**src/rtl/hwpe_stream_package.sv**
```systemverilog
// -----------------------------------------------------------------------------
// hwpe_stream_package
//   Shared types and helpers for the HWPE stream fault-monitoring blocks.
//   - fault_mon_state_t : escalation FSM states (MONITOR, ALERT, RECOVER)
//   - lowest_set_idx()  : priority encoder returning the index of the lowest
//                         set bit of a vector of up to 32 bits (0 if none set)
// -----------------------------------------------------------------------------
package hwpe_stream_package;

  typedef enum logic [1:0] {
    MONITOR = 2'd0,
    ALERT   = 2'd1,
    RECOVER = 2'd2
  } fault_mon_state_t;

  // Scanning from the top down lets the lowest set bit win the last write.
  function automatic logic [4:0] lowest_set_idx(input logic [31:0] vec);
    logic [4:0] idx;
    idx = '0;
    for (int i = 31; i >= 0; i--) begin
      if (vec[i]) idx = 5'(i);
    end
    return idx;
  endfunction

endpackage

```
**src/rtl/hwpe_stream_sat_counter.sv**
```systemverilog
// -----------------------------------------------------------------------------
// hwpe_stream_sat_counter
//   Up-counter that sticks at all-ones instead of wrapping.
//   Ports:
//     clk   : clock
//     rst   : asynchronous active-high reset (count -> 0)
//     clear : synchronous clear, wins over inc
//     inc   : add one this cycle (ignored once saturated)
//     count : registered count value, WIDTH bits
// -----------------------------------------------------------------------------
module hwpe_stream_sat_counter #(
  parameter int unsigned WIDTH = 8
) (
  input  logic             clk,
  input  logic             rst,
  input  logic             clear,
  input  logic             inc,
  output logic [WIDTH-1:0] count
);

  logic [WIDTH-1:0] count_q;

  always_ff @(posedge clk or posedge rst) begin
    if (rst) begin
      count_q <= '0;
    end else if (clear) begin
      count_q <= '0;
    end else if (inc && (count_q != '1)) begin
      count_q <= count_q + 1'b1;
    end
  end

  assign count = count_q;

endmodule

```
**src/rtl/hwpe_stream_fault_monitor.sv**
```systemverilog
// -----------------------------------------------------------------------------
// hwpe_stream_fault_monitor
//   Collects fault_detected flags from a bank of copy sinks guarding a
//   duplicated HWPE stream network, records which sinks faulted, counts faulty
//   cycles and escalates to an interrupt plus a stream-halt request once
//   THRESHOLD faulty cycles have been seen since the last acknowledge.
//
//   Optional feature macro: HWPE_STREAM_FAULT_FIRST_IDX_EN
//     defined   -> first_fault_idx_o captures the lowest asserted sink index of
//                  the first faulty cycle after reset/clear and holds it.
//     undefined -> first_fault_idx_o is tied to 0, no capture register.
//
//   Ports:
//     clk_i             : clock
//     rst_i             : asynchronous active-high reset
//     clear_i           : synchronous clear, same effect as reset, top priority
//     enable_i          : when low, fault_i is ignored
//     fault_i           : per-sink mismatch flags (NB_SINKS, NB_SINKS <= 32)
//     fault_ack_i       : acknowledge, only honoured in ALERT
//     fault_sticky_o    : per-sink sticky fault flags
//     fault_count_o     : cumulative faulty cycles, saturating
//     first_fault_idx_o : index of the first faulting sink
//     fault_irq_o       : level interrupt, high in ALERT
//     halt_o            : stream freeze request, high in ALERT and RECOVER
//   All outputs are registered.
// -----------------------------------------------------------------------------
module hwpe_stream_fault_monitor
  import hwpe_stream_package::*;
#(
  parameter int unsigned NB_SINKS       = 4,
  parameter int unsigned CNT_WIDTH      = 8,
  parameter int unsigned THRESHOLD      = 1,
  parameter int unsigned RECOVER_CYCLES = 4
) (
  input  logic                                       clk_i,
  input  logic                                       rst_i,
  input  logic                                       clear_i,
  input  logic                                       enable_i,
  input  logic [NB_SINKS-1:0]                        fault_i,
  input  logic                                       fault_ack_i,
  output logic [NB_SINKS-1:0]                        fault_sticky_o,
  output logic [CNT_WIDTH-1:0]                       fault_count_o,
  output logic [((NB_SINKS > 1) ? $clog2(NB_SINKS) : 1)-1:0] first_fault_idx_o,
  output logic                                       fault_irq_o,
  output logic                                       halt_o
);

  localparam int unsigned IDX_W = (NB_SINKS > 1) ? $clog2(NB_SINKS) : 1;
  localparam int unsigned REC_W = (RECOVER_CYCLES > 1) ? $clog2(RECOVER_CYCLES) : 1;
  localparam logic [CNT_WIDTH:0] THR      = (CNT_WIDTH+1)'(THRESHOLD);
  localparam logic [REC_W-1:0]   REC_LOAD = REC_W'(RECOVER_CYCLES - 1);

  fault_mon_state_t      state_q, state_d;
  logic [REC_W-1:0]      rec_cnt_q, rec_cnt_d;
  logic [CNT_WIDTH-1:0]  esc_cnt;
  logic [NB_SINKS-1:0]   sticky_q;
  logic                  irq_q, halt_q;
  logic                  faulty, escalate, esc_inc, esc_clear;

  // A faulty cycle counts once no matter how many sinks flag it.
  assign faulty = enable_i & (|fault_i);

  // Compare one bit wider so esc_cnt + 1 cannot wrap.
  assign escalate  = (state_q == MONITOR) & faulty & (({1'b0, esc_cnt} + 1'b1) >= THR);
  assign esc_inc   = (state_q == MONITOR) & faulty & ~escalate;
  assign esc_clear = clear_i | ((state_q == ALERT) & fault_ack_i);

  always_comb begin
    state_d   = state_q;
    rec_cnt_d = rec_cnt_q;
    case (state_q)
      MONITOR: begin
        if (escalate) state_d = ALERT;
      end
      ALERT: begin
        if (fault_ack_i) begin
          state_d   = RECOVER;
          rec_cnt_d = REC_LOAD;
        end
      end
      RECOVER: begin
        if (rec_cnt_q == '0) state_d = MONITOR;
        else                 rec_cnt_d = rec_cnt_q - 1'b1;
      end
      default: state_d = MONITOR;
    endcase
    if (clear_i) begin
      state_d   = MONITOR;
      rec_cnt_d = '0;
    end
  end

  // Outputs are decoded from the next state so irq/halt rise on the edge
  // that enters ALERT and halt falls on the edge that re-enters MONITOR.
  always_ff @(posedge clk_i or posedge rst_i) begin
    if (rst_i) begin
      state_q   <= MONITOR;
      rec_cnt_q <= '0;
      irq_q     <= 1'b0;
      halt_q    <= 1'b0;
    end else begin
      state_q   <= state_d;
      rec_cnt_q <= rec_cnt_d;
      irq_q     <= (state_d == ALERT);
      halt_q    <= (state_d != MONITOR);
    end
  end

  always_ff @(posedge clk_i or posedge rst_i) begin
    if (rst_i) begin
      sticky_q <= '0;
    end else if (clear_i) begin
      sticky_q <= '0;
    end else if (enable_i) begin
      sticky_q <= sticky_q | fault_i;
    end
  end

  hwpe_stream_sat_counter #(
    .WIDTH (CNT_WIDTH)
  ) i_fault_count (
    .clk   (clk_i),
    .rst   (rst_i),
    .clear (clear_i),
    .inc   (faulty),
    .count (fault_count_o)
  );

  hwpe_stream_sat_counter #(
    .WIDTH (CNT_WIDTH)
  ) i_esc_count (
    .clk   (clk_i),
    .rst   (rst_i),
    .clear (esc_clear),
    .inc   (esc_inc),
    .count (esc_cnt)
  );

`ifdef HWPE_STREAM_FAULT_FIRST_IDX_EN
  logic [31:0]      fault_ext;
  logic [IDX_W-1:0] idx_q;
  logic             idx_vld_q;

  always_comb begin
    fault_ext               = '0;
    fault_ext[NB_SINKS-1:0] = fault_i;
  end

  // Only the first faulty cycle after reset/clear is captured.
  always_ff @(posedge clk_i or posedge rst_i) begin
    if (rst_i) begin
      idx_q     <= '0;
      idx_vld_q <= 1'b0;
    end else if (clear_i) begin
      idx_q     <= '0;
      idx_vld_q <= 1'b0;
    end else if (faulty && !idx_vld_q) begin
      idx_q     <= IDX_W'(lowest_set_idx(fault_ext));
      idx_vld_q <= 1'b1;
    end
  end

  assign first_fault_idx_o = idx_q;
`else
  assign first_fault_idx_o = '0;
`endif

  assign fault_sticky_o = sticky_q;
  assign fault_irq_o    = irq_q;
  assign halt_o         = halt_q;

endmodule

```
**config.mk**
```make
export PLATFORM = sky130hd
export DESIGN_NAME = hwpe_stream_fault_monitor
export DESIGN_NICKNAME = d
export VERILOG_FILES = /design/src/rtl/hwpe_stream_package.sv /design/src/rtl/hwpe_stream_sat_counter.sv /design/src/rtl/hwpe_stream_fault_monitor.sv
export SDC_FILE = /design/constraint.sdc
export NUM_CORES = 1
export LEC_CHECK = 0
export BUFFER_PORTS_ARGS = -buffer_cell sky130_fd_sc_hd__buf_2
export CAP_MARGIN = 20
export CORE_ASPECT_RATIO = 1.1
export CORE_MARGIN = 3
export CORE_UTILIZATION = 55
export DETAILED_ROUTE_END_ITERATION = 8
export GPL_TIMING_DRIVEN = 1
export PLACE_DENSITY = 0.87
export SLEW_MARGIN = 15
export SYNTH_ARGS = -nofsm -noshare
export SYNTH_HDL_FRONTEND = slang
export SYNTH_SLANG_ARGS = --single-unit
```
**constraint.sdc**
```tcl
create_clock -name clk_i -period 2.7 [get_ports clk_i]
set_clock_uncertainty 0.1 [all_clocks]
set_input_delay 0.27 -clock clk_i [delete_from_list [all_inputs] [get_ports clk_i]]
set_output_delay 0.27 -clock clk_i [all_outputs]
set_load 0.05 [all_outputs]
```
**Yosys cells after proc, flatten, opt, wreduce, memory -nomap -nowiden**

Index checks and enable logic that the tools add are counted.

- $add $sub $neg: 4
- Order comparisons: 1
- Eq/ne operators: 7
- Muxes and demuxes: 15
- Bitwise operators: 8
- Reduce and logical (&&, ||, !) cells: 11

Operators with widths:

| kind | count |
|---|---|
| $mux 8 | 4 |
| $add 8x1->8 const B | 2 |
| $ne 8x8->1 const B | 2 |
| $mux 2 | 7 |
| $add 8x1->9 const B | 1 |
| $ge 9x1->1 const B | 1 |
| $mux 4 | 2 |
| $reduce_bool 2->1 | 4 |
| $ne 3x3->1 const B | 2 |
| $pmux 2 s3 | 1 |
| $and 1x1->1 | 5 |
| $eq 2x1->1 const B | 2 |
| $logic_not 2->1 | 2 |
| $or 4x4->4 | 1 |
| $pmux 2 s2 | 1 |
| $reduce_or 4->1 | 1 |
| $reduce_and 3->1 | 1 |
| $reduce_bool 3->1 | 1 |
| $eq 2x2->1 const B | 1 |
| $logic_and 1x1->1 | 2 |
| $sub 2x1->2 const B | 1 |
| $not 1->1 | 1 |
| $or 1x1->1 | 1 |

- Flip-flop bits (word level): 26
- Input port bits: 9
- Output and inout port bits: 16
- Logic and storage cells: 53

**Depth between registers and ports, before layout**

Gate-level depths: netlist of run 1.

- Depth after elaboration: 9
- Mapped depth: 6
- Mapped depth without buffers: 6

**Modules after synthesis**

A second synthesis of run 1 with hierarchy kept.

- Cells, all modules: 158
- Area total of the unflattened synthesis: 1,587.8 sq um

Modules (own cells, without submodules):

| module | times used | cells each | area each (sq um) | seq. area each (sq um) |
|---|---|---|---|---|
| hwpe_stream_sat_counter | 2 | 49 | 504.2 | 200.2 |
| hwpe_stream_fault_monitor | 1 | 60 | 579.3 | 250.2 |

**Worst setup path after synthesis of run 1**

OpenSTA, ideal clock, no wires.

- Path kind: reg2reg
- Start: register i_fault_count.count_q[0], in the netlist i_fault_count.count[0]
- End: register i_fault_count.count_q[4], in the netlist i_fault_count.count[4]
- Setup time: 0.078 ns
- Data arrival time: 1.640 ns
- Required time: 2.522 ns
- Setup slack: 0.882 ns
- Stages on the path, launching flop included: 5
- Buffers on the path: 0
- Period minus slack after synthesis: 1.818 ns
- Cells stage by stage: dfrtp_1 > ha_1 > nand3_1 > or4_1 > a21oi_1

- Word-level cells in the longest chain between the ends: 3
- Elaborated cells on any way between the ends: 6
- Classes of those cells: add/sub (1); eq/ne (1); mux (2); reduce/logical (2)

RTL lines:

| element | RTL line | text |
|---|---|---|
| start, declared | hwpe_stream_sat_counter.sv:21 | `logic [WIDTH-1:0] count_q;` |
| start signal, assigned | hwpe_stream_sat_counter.sv:29 | `count_q <= count_q + 1'b1;` |
| $add 8x1->8 or $ne 8x8->1 (tied branches) | hwpe_stream_sat_counter.sv:29, hwpe_stream_sat_counter.sv:28 |  |
| $mux 8 or $logic_and 1x1->1 (tied branches) | hwpe_stream_sat_counter.sv:28 | `end else if (inc && (count_q != '1)) begin` |
| $mux 8 or $reduce_bool 2->1 (tied branches) | n/a |  |

Parallel ways exist; a longest one is shown, timed or not. The select of a mux whose other input is x is not followed.
A chain may end at the register's enable or synchronous reset.

**Worst setup path after layout of run 1**

- Start: register i_esc_count.count_q[0], in the netlist i_esc_count.count[0]
- End: register i_esc_count.count_q[1], in the netlist i_esc_count.count[1]

- Word-level cells in the longest chain between the ends: 7
- Elaborated cells on any way between the ends: 11
- Classes of those cells: add/sub (2); order compare (1); eq/ne (1); mux (2); bitwise (3); reduce/logical (2)

RTL lines:

| element | RTL line | text |
|---|---|---|
| start, declared | hwpe_stream_sat_counter.sv:21 |  |
| start signal, assigned | hwpe_stream_sat_counter.sv:29 |  |
| $add 8x1->9 | hwpe_stream_fault_monitor.sv:64 | `assign escalate = (state_q == MONITOR) & faulty & (({1'b0, esc_cnt} + 1'b1) >= THR);` |
| $ge 9x1->1 | hwpe_stream_fault_monitor.sv:64 |  |
| $and 1x1->1 | hwpe_stream_fault_monitor.sv:64 |  |
| $not 1->1 | hwpe_stream_fault_monitor.sv:65 | `assign esc_inc = (state_q == MONITOR) & faulty & ~escalate;` |
| $and 1x1->1 | hwpe_stream_fault_monitor.sv:65 |  |
| $logic_and 1x1->1 | hwpe_stream_sat_counter.sv:28 |  |
| $reduce_bool 2->1 (no line) | n/a |  |

Parallel ways exist; a longest one is shown, timed or not. The select of a mux whose other input is x is not followed.

==> flow_summary.toml, run 1 <==
[outcome]
status = "complete, no violations"

[finish]
drive_above_1_share_pct = 20.5
fin_util_pct = 67.6
layout_common_cells = "dfrtp_1, buf_2, nor2_1, a21oi_1"
area_delta_synth_final_pct = 11.7
antenna_cells = 0
final_common_cell = "dfrtp_1"
nets = 161

[grt]
track_usage_pct = 19.3
antenna_found_initial = 0
grt.busiest_layer = "met2"
grt_pass1_vias = 1000
grt.overflow.total = 0
grt_use_met1_pct = 23.7
grt_use_met3_pct = 2.39
grt_max_degree = 27
use_met2_pct = 33.9
grt_pass1_wl_microns = 4390

[placed_design]
routabilityCongestion = 0.766
port_buffers = 22
place_hpwl_microns = 1880

[yosys]
yosysSeqAreaShare_pct = 51.0
yosysWarnings = 0
ys.flop_type = "dfrtp_1"
synthCells = 124
async_flop_share_pct = 100
syn_avg_cell_area_sq_um = 10.3
ys_types = 36
synth_edf_count = 0
ys_ff_latch = 26
syn_area_sq_um = 1270

[critical_path]
critical_path.cell_chain = "ha_1 > a211oi_1 > a21oi_1 > o2bb2ai_1 > a41oi_2 > and2_1"
r2r_start = "i_esc_count.count[0]"
critPathMaxStageDelay_ns = 0.43
crit_fanout = 5
worstSetupPathType = "register to register"
ff2ff_path_depth = 6
cp-end-kind = "register"
cp.required_ns = 2.82
arrival_ns = 1.94
r2r_slack_ns = 0.88
timing.rr.end = "i_esc_count.count[1]"
worst-path-buf-inv = 0
crit_path_top_delay_cell = "dfrtp_1"
cp-start-kind = "register"
path_delay_family = "compound AO/OA/AOI/OAI gates"
cp.depth = 6

[floorplan]
rows = 17
die_h_microns = 56.5
die-area_sq_um = 2930
io_pins = 25
die_w_microns = 51.9
core_area_sq_um = 2110
start_util_pct = 60.5

[sta]
worst_pin_slew_ns = 0.946
min_period_ns = 1.82
max-slew-margin-rel_pct = 36.9
fmax_mhz = 550
rsz0062_at_grt = "false"
finalCritPeriodShare_pct = 67.3
fin_setup_tns_ns = 0
hold_viol = 0
slew_viol_final = 0
setup_viol = 0

[routing]
wl_microns = 2480
drtIter0Drc = 15
viasPerCell = 5.59
ant_nets = 0
drc = 0
dr.pass1.iters = 4
vias = 973
wire_per_inst_microns = 14.3

[power]
p_leak_nw = 0.703
ir_drop_mv = 0.308
powerDensity_nw_per_um2 = 480

[clock_network]
cts_resized = 0
clockRootBuffer = "clkbuf_4"
clk-insertion-delay-late_ns = 0.32
path_clk_slew_ns = 0.13
cts_tree = "built"
cts_buffers = 3
hold_buffers = 0
htree_levels = 1
clock-sinks = 26
post_cts_buffers = 0
clockBufferDepth = 2

[job]
maxCapViolations = 0

[worst_hold_path]
worstHoldPathType = "input port to async pin"
layer usage:
layer  wire (microns)  share of wire, %
met2             1340                54
met5                0                 0
met3               79               3.2
met1             1030                41
met4               34               1.4
Yosys cell counts, types with 2 or more instances:
cell / n / area [sq um]
inv_1: 9 / 33.8
and2_1: 9 / 56.3
a32o_1: 2 / 20.0
xnor2_1: 3 / 26.3
xor2_1: 3 / 26.3
nor2b_1: 2 / 12.5
dfrtp_1: 26 / 651
and3_1: 3 / 18.8
a21oi_1: 12 / 60.1
buf_4: 2 / 15.0
nor4_1: 2 / 12.5
nor2_1: 12 / 45.0
ha_1: 4 / 50.1
nor3_1: 4 / 20.0
nand3_1: 5 / 25.0
nand2_1: 5 / 18.8
clkbuf_1: 2 / 7.51
kinds of logic after synthesis:
kind of cell	count (synthesis)	synth area share (%)
compound gates	24	14.9
fa+ha+maj	4	3.93
simple gates	49	20.5
buf+inv	13	4.42
flops	26	51.0
other cells	1	0.294
xor+xnor	6	4.12
mux	1	0.785
sequential cells by signal (all words and copies together) (netlist names):
name,cells
fault_sticky_o,4
i_fault_count.count,8
rec_cnt_q,2
i_esc_count.count,8
state_q,2
halt_o,1
fault_irq_o,1
cell type report:
class / count / area (sq um)
fill: 174 / 682
sequential: 26 / 651
inverter: 9 / 33.8
multi-input combinational: 86 / 572
timing repair buffer: 22 / 110
clock buffer: 3 / 22.5
tap: 28 / 35.0
stage by stage:
stage                     hold WS (ns)  worst slack, ns  instances  power, mW  instance area (sq um)
after global routing            0.0975            0.750        174      0.719                   1420
after floorplan                  0.210            0.882        125      0.503                   1280
after global placement           0.371             1.02        171      0.527                   1400
final                           0.0440            0.882        174      0.684                   1420
after CTS                       0.0663            0.867        174      0.689                   1420
after detailed placement         0.378            0.879        171      0.531                   1400
power by group:
part,leakage [nW],switching (mW),internal (mW)
registers,0.355,0.00905,0.403
logic,0.334,0.0817,0.0295
clock network,0.0138,0.108,0.0522
total,0.703,0.199,0.484
how the worst max path moves through the flow:
stage,from,endpoint
global route,i_esc_count.count[0],i_esc_count.count[1]
finish,i_esc_count.count[0],i_esc_count.count[1]
CTS,i_esc_count.count[0],i_esc_count.count[1]
floorplan,i_fault_count.count[0],i_fault_count.count[4]
global placement,i_esc_count.count[0],i_esc_count.count[0]
detailed placement,i_esc_count.count[0],i_esc_count.count[1]
(Power assumes the default switching activity.)
==> run 2, diff against run 1 <==
- ABC_AREA: not set -> 1
- PLACE_DENSITY: 0.87 -> 0.86
- clock period: 2.7 -> 1.9 ns (I/O delays scaled with it)
==> run 2 against run 1 <==
Against the previous run: highest routed layer unchanged; area after synthesis grew 12%; critical endpoint is now halt_o; utilization up 3.4 points; hold slack worse by 0.037 ns; largest cell class is now multi-input gates; synthesized cell count grew 42%; the run now ends with negative setup slack left; register-to-register slack worse by 0.89 ns; final cell count grew 36%; sequential power rose by 41%.
==> flow_summary.toml, run 2 <==
[sta]
min_period_ns = 1.91
setup_viol = 3
fin_setup_tns_ns = -0.0216
fin_ws_ns = -0.00885
hold_ws_ns = 0.00734
hold_viol = 0
finalCritPeriodShare_pct = 100
slew_viol_final = 0
fmax_mhz = 524

[critical_path]
critical_path.cell_chain = "buf_4 > ha_4 > nand2_2 > inv_2 > nor2_1 > nor2_1 > nand2_1 > nor2_2 > nand3_1 > nand2_1 > nand2_1 > nand2_2 > nand2_2"
crit_path_top_delay_cell = "dfrtp_1"
ff2ff_path_depth = 13
worstSetupPathType = "register to register"
r2r_slack_ns = -0.009
crit_fanout = 3
r2r_start = "i_esc_count.count[0]"
critPathMaxStageDelay_ns = 0.43
cp.required_ns = 2.02
timing.rr.end = "halt_o"
cp-start-kind = "register"
cp-end-kind = "register"
arrival_ns = 2.03

[finish]
fin_util_pct = 71.0
nets = 220
nFillCells = 183
area_delta_synth_final_pct = 17.5
drive_above_1_share_pct = 29.6
antenna_cells = 0
layout_common_cells = "nand2_1, inv_1, dfrtp_1, buf_2, nor2_1"
final_common_cell = "nand2_1"

[routing]
drtIter0Drc = 32
viasPerCell = 5.14
dr.pass1.iters = 6
wire_per_inst_microns = 12.6
vias = 1212
drc = 0
wl_microns = 2980
ant_nets = 0

[yosys]
ys.flop_type = "dfrtp_1"
yosys.area.top_type = "dfrtp_1"
synth_common_cells = "nand2_1, inv_1, dfrtp_1, nor2_1, nor2_2"
yosysWarnings = 0
synth.top_cell.area_share_pct = 45.5
syn_avg_cell_area_sq_um = 8.12
synthTopCellsByArea = "dfrtp_1, nand2_1, inv_1"
ys_ff_latch = 26
yosysSeqAreaShare_pct = 45.5
syn_area_sq_um = 1430
ys_types = 27
synth_edf_count = 0
async_flop_share_pct = 100
synth.most_common_cell = "nand2_1"
synthCells = 176

[floorplan]
die-area_sq_um = 3250
die_h_microns = 59.5
rows = 18
io_pins = 25
die_w_microns = 54.6
core_area_sq_um = 2360
start_util_pct = 60.4

[worst_hold_path]
worstHoldPathType = "input port to register"
hold_start = "fault_i[0]"
min_to = "fault_sticky_o[0]"
hold_depth = 3

[clock_network]
clockRootBuffer = "clkbuf_4"
clk-insertion-delay-late_ns = 0.33
clockBufferDepth = 2
cts_tree = "built"
path_clk_slew_ns = 0.16
htree_levels = 1
cts_buffers = 3
clock-sinks = 26

[outcome]
violations = "negative setup slack"
status = "finished with violations"

[placed_design]
port_buffers = 22
routabilityCongestion = 0.868
place_hpwl_microns = 2230
dp_slack_ns = 0.0953

[grt]
grt_use_met1_pct = 23.8
antenna_found_initial = 0
track_usage_pct = 21.1
grt_pass1_wl_microns = 5010
use_met2_pct = 39.4
grt_use_met3_pct = 3.02
grt_pass1_vias = 1207
grt_max_degree = 27
grt.busiest_layer = "met2"
grt.overflow.total = 0

[power]
powerDensity_nw_per_um2 = 673
ir_drop_mv = 0.591
power_mw = 1.13
p_leak_nw = 0.852

[job]
maxCapViolations = 0
## run 2: cell types whose count changed after synthesis, moves of 3 or more
cell,delta
and2_1,-9
nand2_2,+5
nand2_1,+26
nor2_2,+12
nand3_1,+6
nor2_1,+8
o21ai_0,+10
xnor2_1,-3
and3_1,-3
a21oi_1,-6
inv_1,+18
## run 2: how the worst max path moves through the flow
stage	startpoint	to	slack, ns	cells past startpoint
global route	i_esc_count.count[0]	halt_o	-0.10	13
floorplan	i_fault_count.count[1]	i_fault_count.count[7]	0.05	8
CTS	i_esc_count.count[0]	halt_o	0.06	12
detailed placement	i_esc_count.count[0]	state_q[0]	0.1	12
global placement	i_esc_count.count[0]	i_esc_count.count[1]	0.23	10
finish	i_esc_count.count[0]	halt_o	-0.009	13
## run 2: area by class of cell
cell class                 instances  area, sq um  share of cell area, %
multi-input combinational        119          672                   40.0
sequential                        26          651                   38.7
timing repair buffer              28          158                   9.39
inverter                          29          109                   6.48
tap                               30         37.5                   2.24
clock inverter                     1         30.0                   1.79
clock buffer                       3         22.5                   1.34
## run 2: through the flow
stage | std cells | instance area (sq um)
6_report | 236 | 1680
5_1_grt | 236 | 1680
3_3_place_gp | 227 | 1560
2_1_floorplan | 177 | 1430
4_1_cts | 232 | 1620
3_5_place_dp | 227 | 1560
## run 2: worst max-delay path, delay by kind of cell (launching register included)
family,cells,cell delay (ns)
AND/OR/NAND/NOR,10,0.89
flip-flops,1,0.43
buffers and inverters,2,0.24
adder cells (fa/ha/maj),1,0.15
## run 2: report_power, final
part | internal (mW) | leakage [nW] | total, mW | switching [mW]
registers | 0.572 | 0.354 | 0.582 | 0.0100
logic | 0.0399 | 0.469 | 0.167 | 0.127
clock network | 0.213 | 0.0279 | 0.382 | 0.168
total | 0.825 | 0.852 | 1.13 | 0.305
## run 2: layer usage
layer	part of all wire [%]	wire length [microns]
met1	39	1160
met3	3.2	94
met2	56	1660
met5	0	0
met4	2.2	65
## run 2: cell families (layout without fill, tap and decap cells)
group                    count (synthesis)  count (layout)  synth area share (%)
XOR/XNOR                                 2               2                  1.23
adder cells (fa/ha/maj)                  4               4                  3.50
other                                    1               2                 0.262
buffers and inverters                   32              61                  9.46
flip-flops                              26              26                  45.5
AND/OR/NAND/NOR                         89              89                  30.0
AO/OA/AOI/OAI                           22              22                  9.98
## run 2: repair_timing
action / 4_1_cts / 5_1_grt
hold endpoints to repair: 26 / 0
hold buffers: 1 / 0
endpoints found under the setup margin: 0 / 11
resized for setup: 0 / 4
buffers inserted: 0 / 4
==> run 3, diff against run 2 <==
- clock period: 1.9 -> 2.3 ns (I/O delays scaled with it)
==> run 3 against run 2 <==
Against the previous run: the run now ends clean; combinational power decreased by 19%; routed wire length decreased by 11%; global-route usage decreased by 1.5 points; sequential cell count unchanged; hold slack improved by 0.053 ns; sequential share of layout area increased by 2.1 points; clock power decreased by 52%; worst setup slack improved by 0.53 ns; final cell count decreased by 2.1%; total power decreased by 29%; first-iteration DRC count decreased by 19%; largest cell class is now registers; largest power group unchanged.
==> flow_summary.toml, run 3 (synthesized netlist as in run 2, its figures left out) <==
[grt]
grt.overflow.total = 0
grt_max_degree = 27
grt_pass1_wl_microns = 4680
antenna_found_initial = 0
grt_pass1_vias = 1109
track_usage_pct = 19.7

[critical_path]
worstSetupPathType = "register to register"
cp-end-kind = "register"
cp.required_ns = 2.41
arrival_ns = 1.89
r2r_slack_ns = 0.52
critPathLaunch = "i_esc_count.count[0]"
crit_fanout = 4
r2r_start = "i_esc_count.count[0]"
cp-start-kind = "register"

[worst_hold_path]
worstHoldPathType = "input port to register"
hold_start = "fault_i[0]"

[floorplan]
rows = 18
die-area_sq_um = 3250
start_util_pct = 60.4
die_w_microns = 54.6
io_pins = 25
core_area_sq_um = 2360
die_h_microns = 59.5

[routing]
wire_per_inst_microns = 11.5
ant_nets = 0
vias = 1180
drtIter0Drc = 26
wl_microns = 2650
drc = 0
viasPerCell = 5.11
dr.pass1.iters = 4

[finish]
final_cell_area_sq_um = 1590
area_delta_synth_final_pct = 11.6
drive_above_1_share_pct = 26.4
nFillCells = 186
nets = 216
final_common_cell = "nand2_1"
antenna_cells = 0
layout_common_cells = "nand2_1, inv_1, dfrtp_1, buf_2, nor2_1"
instances_no_fill = 231

[sta]
fin_setup_tns_ns = 0
slew_viol_final = 0
finalCritPeriodShare_pct = 77.3
setup_viol = 0
fmax_mhz = 563
min_period_ns = 1.78
rsz0062_at_grt = "false"
hold_viol = 0

[clock_network]
clockBufferDepth = 2
htree_levels = 1
path_clk_slew_ns = 0.13
cts_tree = "built"
clock-sinks = 26
cts_resized = 0
cts_buffers = 3
clockRootBuffer = "clkbuf_4"
clk-insertion-delay-late_ns = 0.31

[placed_design]
port_buffers = 22
placed_cells = 227
routabilityCongestion = 0.850
dpl_cell_area_sq_um = 1560
place_hpwl_microns = 2110

[job]
maxCapViolations = 0

[power]
ir_drop_mv = 0.475
powerDensity_nw_per_um2 = 501
p_leak_nw = 0.818

[outcome]
status = "complete, no violations"
==> run 3: changes by cell type in the layout (fill, tap and decap cells not counted), sizes merged <==
| cell | before | now |
|---|---|---|
| buf | 27 | 23 |
| bufinv | 1 | 0 |
==> run 3: repair_timing <==
| action | in CTS | in global routing |
|---|---|---|
| setup buffers | 0 | 0 |
| setup endpoints to repair | 0 | 0 |
| hold endpoints to repair | 26 | 0 |
| hold buffers | 1 | 0 |
==> run 3: power by group <==
group          switching, mW  internal, mW
clock                  0.122        0.0612
combinational          0.102        0.0329
sequential           0.00847         0.473
==> run 3: through the flow <==
| stage | utilization, % | total power, mW | hold WS (ns) | worst slack [ns] |
|---|---|---|---|---|
| 6_report | 67.4 | 0.799 | 0.0601 | 0.523 |
| 5_1_grt | 67.4 | 0.837 | 0.0440 | 0.373 |
| 4_1_cts | 67.4 | 0.810 | 0.0532 | 0.518 |
| 3_5_place_dp | 66.0 | 0.625 | 0.199 | 0.530 |
| 3_3_place_gp | 66.0 | 0.621 | 0.192 | 0.631 |
| 2_1_floorplan | - | 0.593 | 0.170 | 0.452 |
==> run 3: worst paths after layout <==
kind                       depth (start not counted)           endpoint
max in group asynchronous                          4       rec_cnt_q[1]
setup reg to reg                                  12         state_q[0]
hold reg to reg                                    2  fault_sticky_o[3]
hold / removal                                     3  fault_sticky_o[0]
min in group asynchronous                          4  fault_sticky_o[2]
setup / recovery                                  12         state_q[0]
==> run 3: area by class of cell <==
type                            instances  area [sq um]  area share (%)
Clock buffer                            3          22.5            1.41
Sequential cell                        26           651            40.8
Multi-Input combinational cell        119           647            40.6
Timing Repair Buffer                   24           128            8.01
Tap cell                               30          37.5            2.35
Inverter                               29           109            6.83
==> run 3: critical path, cell delays in order (launching register included) <==
cell	delay [ns]
dfrtp_1	0.41
inv_1	0.10
ha_1	0.30
inv_1	0.05
nand3b_1	0.07
nor2_1	0.11
nand2_1	0.07
nor2_2	0.11
nand3_1	0.10
nand2_1	0.07
nand2_1	0.06
nand2_2	0.08
inv_1	0.05
==> run 3: per-layer routing <==
metal  up-vias  part of all wire (%)  wire (microns)  GRT usage (%)
li1        596                     -               -              -
met1       564                    43            1140           23.8
met2        16                    53            1410           34.6
met3         4                   2.2              57           3.02
met4         0                   1.3              34           6.41
met5         -                     0               0              0
